[src/rtl/pll_reset_pkg.sv]
// Shared types and constants for the PLL lock-qualified reset sequencer.
package pll_reset_pkg;

  typedef enum logic [1:0] {
    RESET,
    WAIT_LOCK,
    HOLD,
    RUN
  } pll_rst_state_t;

  localparam int unsigned    LOSS_COUNT_W   = 8;
  localparam logic [7:0]     LOSS_COUNT_MAX = 8'hFF;

endpackage

[src/rtl/pll_reset_seq_sync_ff.sv]
// Multi-flop synchroniser for a single asynchronous level; clears to 0 on reset.
module sync_ff #(
  parameter int unsigned STAGES = 2
) (
  input  logic clock_in,
  input  logic reset,
  input  logic d,
  output logic q
);

  logic [STAGES-1:0] sr;

  // Shift the asynchronous input through the synchroniser chain.
  always_ff @(posedge clock_in or posedge reset) begin
    if (reset) sr <= '0;
    else       sr <= {sr[STAGES-2:0], d};
  end

  assign q = sr[STAGES-1];

endmodule

[src/rtl/pll_reset_seq.sv]
// Lock-qualified reset sequencer: holds the core in reset until the PLL
// lock flag has been stable for HOLD_CYCLES cycles, re-asserts on lock loss.
// Optional feature macro: PLL_RESET_SEQ_LOSS_COUNT_EN (saturating count of
// lock losses seen in RUN); when undefined lock_loss_count is tied to zero.
module pll_reset_seq
  import pll_reset_pkg::*;
#(
  parameter int unsigned SYNC_STAGES = 2,
  parameter int unsigned HOLD_CYCLES = 1024
) (
  input  logic                    clock_in,
  input  logic                    reset,
  input  logic                    locked,
  output logic                    reset_out,
  output logic                    ready,
  output logic                    reset_done,
  output logic [LOSS_COUNT_W-1:0] lock_loss_count
);

  localparam int unsigned      CNT_W    = $clog2(HOLD_CYCLES + 1);
  localparam logic [CNT_W-1:0] CNT_LAST = CNT_W'(HOLD_CYCLES - 1);

  pll_rst_state_t   state, state_next;
  logic [CNT_W-1:0] cnt, cnt_next;
  logic             locked_sync;

  sync_ff #(.STAGES(SYNC_STAGES)) u_lock_sync (
    .clock_in (clock_in),
    .reset    (reset),
    .d        (locked),
    .q        (locked_sync)
  );

  // Next-state and hold-counter logic.
  always_comb begin
    state_next = state;
    cnt_next   = cnt;
    case (state)
      RESET: begin
        state_next = WAIT_LOCK;
        cnt_next   = '0;
      end
      WAIT_LOCK: begin
        if (locked_sync) begin
          state_next = HOLD;
          cnt_next   = '0;
        end
      end
      HOLD: begin
        if (!locked_sync) begin
          state_next = WAIT_LOCK;
          cnt_next   = '0;
        end else if (cnt == CNT_LAST) begin
          state_next = RUN;
        end else begin
          cnt_next = cnt + CNT_W'(1);
        end
      end
      RUN: begin
        if (!locked_sync) state_next = WAIT_LOCK;
      end
      default: begin
        state_next = RESET;
        cnt_next   = '0;
      end
    endcase
  end

  // State, counter and registered outputs share one edge so they never skew.
  always_ff @(posedge clock_in or posedge reset) begin
    if (reset) begin
      state      <= RESET;
      cnt        <= '0;
      reset_out  <= 1'b1;
      ready      <= 1'b0;
      reset_done <= 1'b0;
    end else begin
      state      <= state_next;
      cnt        <= cnt_next;
      reset_out  <= (state_next != RUN);
      ready      <= (state_next == RUN);
      reset_done <= (state_next == RUN) && (state != RUN);
    end
  end

`ifdef PLL_RESET_SEQ_LOSS_COUNT_EN
  logic loss_event;
  assign loss_event = (state == RUN) && !locked_sync;

  // Saturating lock-loss counter, cleared only by reset.
  always_ff @(posedge clock_in or posedge reset) begin
    if (reset)
      lock_loss_count <= '0;
    else if (loss_event && (lock_loss_count != LOSS_COUNT_MAX))
      lock_loss_count <= lock_loss_count + LOSS_COUNT_W'(1);
  end
`else
  assign lock_loss_count = '0;
`endif

endmodule

[config.mk]
export PLATFORM = sky130hd
export DESIGN_NAME = pll_reset_seq
export DESIGN_NICKNAME = d
export VERILOG_FILES = /design/src/rtl/pll_reset_pkg.sv /design/src/rtl/pll_reset_seq_sync_ff.sv /design/src/rtl/pll_reset_seq.sv
export SDC_FILE = /design/constraint.sdc
export NUM_CORES = 1
export LEC_CHECK = 0
export ABC_CLOCK_PERIOD_IN_PS = 3420
export CAP_MARGIN = 20
export CORE_MARGIN = 2
export CORE_UTILIZATION = 57
export DETAILED_ROUTE_END_ITERATION = 8
export PLACE_DENSITY = 0.82
export SLEW_MARGIN = 20
export SYNTH_ARGS = -nofsm -noshare
export SYNTH_HDL_FRONTEND = slang
export SYNTH_SLANG_ARGS = --single-unit
[constraint.sdc]
create_clock -name clock_in -period 3.42 [get_ports clock_in]
set_input_delay 0.513 -clock clock_in [delete_from_list [all_inputs] [get_ports clock_in]]
set_output_delay 0.513 -clock clock_in [all_outputs]
set_load 0.01 [all_outputs]
==> reports/qor.txt <==
Nets -> 107
Crit-path cells -> ha_1 > nand3_1 > nor4_4 > o21ai_2 > mux2i_1
First-pass GRT wire length -> 2710 µm
Post-synth top cells -> dfrtp_1 (17), inv_1 (9), buf_4 (8), nand3_1 (8), nand2_1 (5)
Antenna cells -> 0
Top_reg_cell synth -> dfrtp_1
Crit path DAT -> 2.08 ns
Post-CTS resize count -> 0
Worst path buffer plus inverter count -> 0
Area of the multi-input gates -> 498 µm²
Largest net degree at the start of global routing -> 19
Final routed DRC violation total -> 0
Post-synth EDFFs -> 0
Max-capacitance violation count -> 0
CTS max path bufs -> 2
Starting density of the core -> 60.1%
Cells after Synth -> 97
Slew HR -> 55.6%
Hold WC Path Type -> flip-flop to flip-flop
Post-route cell area -> 1100 µm²
Synth unique cells -> 40
Post-DP Area -> 1060 µm²
Detail Placement HPWL -> 1250 µm
TritonRoute pass-1 iters -> 4
Final setup TNS -> 0 ns
Number of buffers created by CTS -> 3
Total Wirelength -> 1660 µm
1st-iter DRT viols -> 23
Cell Area, Synth -> 1040 µm²
CTS clock-pin slew for the worst setup and hold paths -> 0.10 ns
Die area -> 2180 µm²
Asr flop ratio synth -> 100%
Area delta synth->final -> 6.02%
CTS root buf -> clkbuf_4
Vias in the first global route -> 639
CTS Hold Buffers Added -> 0
Power per cell area -> 353 nW/µm²
WP data required -> 3.64 ns
Number of I/O pins -> 14
Fin. Hold Viols -> 0
Syn_area_per_cell -> 10.7 µm²
CTS tree -> done
Antenna Nets Post-Route -> 0
Setup violators final -> 0
# fillers -> 148
Static leakage -> 0.477 nW
#FFs+latches synth -> 18
Via count -> 702
Hold Slack -> 0.365 ns
Fin crit share -> 54.6%
Routed WL per cell -> 13.0 µm
Tot GR Track Use -> 18.3%
Outcome -> finished, final reports clean
VDD IR-drop max -> 0.000234 V
Worst-margin pin slew -> 0.666 ns
Critical path class -> flip-flop to flip-flop
Yosys warnings -> 0
Max Freq -> 535 MHz
Post-CTS Setup Inserts -> 0
Port bufs -> 5
Flip-flop and latch area -> 452 µm²
CTS sink count -> 18
Vias per cell -> 5.53
CP max stage cell -> o21ai_2
Crit start category -> flip-flop
Total grt overflow -> 0
Area of the core -> 1730 µm²
Fraction of layout cells with a size suffix above 1 -> 16.7%
Die X-Extent -> 46.7 µm
Crit-path max cell delay -> 0.52 ns
Initial antenna violation count -> 0
Type of destination of the critical path -> flip-flop
Max Fanout on Critical Path -> 11
Min cycle time layout -> 1.87 ns
Count leader, synth -> dfrtp_1
Sequential area share after synthesis -> 43.5%
Worst skew pair latency -> 0.28 ns
Slew Viols, Final -> 0
GP Congestion -> 0.754
Setup Skew -> 0.00407 ns
Largest cells by area after synthesis -> dfrtp_1 (41%), buf_4 (5.8%), o211ai_2 (4.8%), nand3_1 (3.9%), inv_1 (3.3%)
Share of the synthesized area in the top cell type -> 41.0%
RSZ-0062 raised after global routing -> false
Die height -> 46.7 µm
H-tree Lvls -> 1
Family with the most delay on the worst path -> compound AO/OA/AOI/OAI gates
Largest area contributor in the synthesized netlist -> dfrtp_1
Cell Rows -> 15
## layout make-up
class                   instances  share of cell area (%)
repair buffers                  5                    4.55
clock buffers                   4                    3.30
multi-input cells              66                    45.2
well taps                      25                    2.84
inverters                       9                    3.07
flip-flops and latches         18                    41.0
## worst reg2reg max path, cell delays in order (launching register included)
cell,delay (ns)
dfrtp_1,0.43
ha_1,0.25
nand3_1,0.28
nor4_4,0.07
o21ai_2,0.52
mux2i_1,0.25
## through the flow
stage	setup WS [ns]	instances	utilization (%)	total power, W
global route	1.41	127	63.8	0.000406
CTS	1.54	127	63.8	0.000393
global placement	1.65	123	61.7	0.000264
finish	1.55	127	63.8	0.000389
detailed placement	1.57	123	61.7	0.000265
floorplan	1.92	104	-	0.000265
## per-layer routing
metal | global-route usage, % | vias up | wire, µm | share of wire [%]
met3 | 2.75 | 4 | 56 | 3.4
met1 | 23.0 | 336 | 756 | 46
li1 | - | 343 | - | -
met5 | 0 | - | 0 | 0
met4 | 11.1 | 0 | 27 | 1.6
met2 | 29.2 | 19 | 816 | 49
## cells by family (layout without fill, tap and decap cells)
group / after synthesis / count (layout) / synth area share [%]
adders and majority gates: 1 / 1 / 1.20
and+or+nand+nor: 36 / 36 / 23.0
buffers and inverters: 20 / 18 / 11.1
muxes: 3 / 3 / 3.01
AOI/OAI and AO/OA: 18 / 18 / 17.8
other: 1 / 8 / 0.361
DFF: 18 / 18 / 43.5
## path summary, 6_finish.rpt
kind                       slack [ns]  depth (start not counted)              start                end
hold reg to reg                  0.37                          0  u_lock_sync.sr[0]  u_lock_sync.sr[1]
setup / recovery                 1.55                          5             cnt[0]             cnt[1]
min in group asynchronous        0.61                          2              reset             cnt[4]
max in group asynchronous        2.39                          2              reset             cnt[8]
setup reg to reg                 1.55                          5             cnt[0]             cnt[1]
hold / removal                   0.37                          0  u_lock_sync.sr[0]  u_lock_sync.sr[1]
## power by group
| part | internal (W) | switching (W) |
|---|---|---|
| clock network | 0.0000647 | 0.0000633 |
| logic | 0.0000132 | 0.0000233 |
| registers | 0.000219 | 0.00000558 |
## registers in the layout, indices dropped and copies added, names as in the netlist
| register | count |
|---|---|
| cnt | 11 |
| ready | 1 |
| reset_done | 1 |
| reset_out | 1 |
| state | 2 |
| u_lock_sync.sr | 2 |
## placed cells by master, fill, tap and decap left out, drive strengths merged
cell type      count
nand2b             1
nand2              5
mux2               1
ha                 1
a31o               1
nor4               2
o41ai              1
nor2b              2
and3b              1
mux2i              2
o21a               1
clkbuf             4
dfstp              1
conb               8
inv                9
nor2               3
dfrtp             17
a21boi             1
a41o               1
a31oi              1
o21ai              5
o221ai             1
and3               2
or3                4
clkdlybuf4s50      5
o31a               1
o211ai             4
nor4b              1
a41oi              1
nor3b              1
nand3              8
and4               1
or2                2
nand4              2
nor3               1
(Power assumes the default switching activity.)
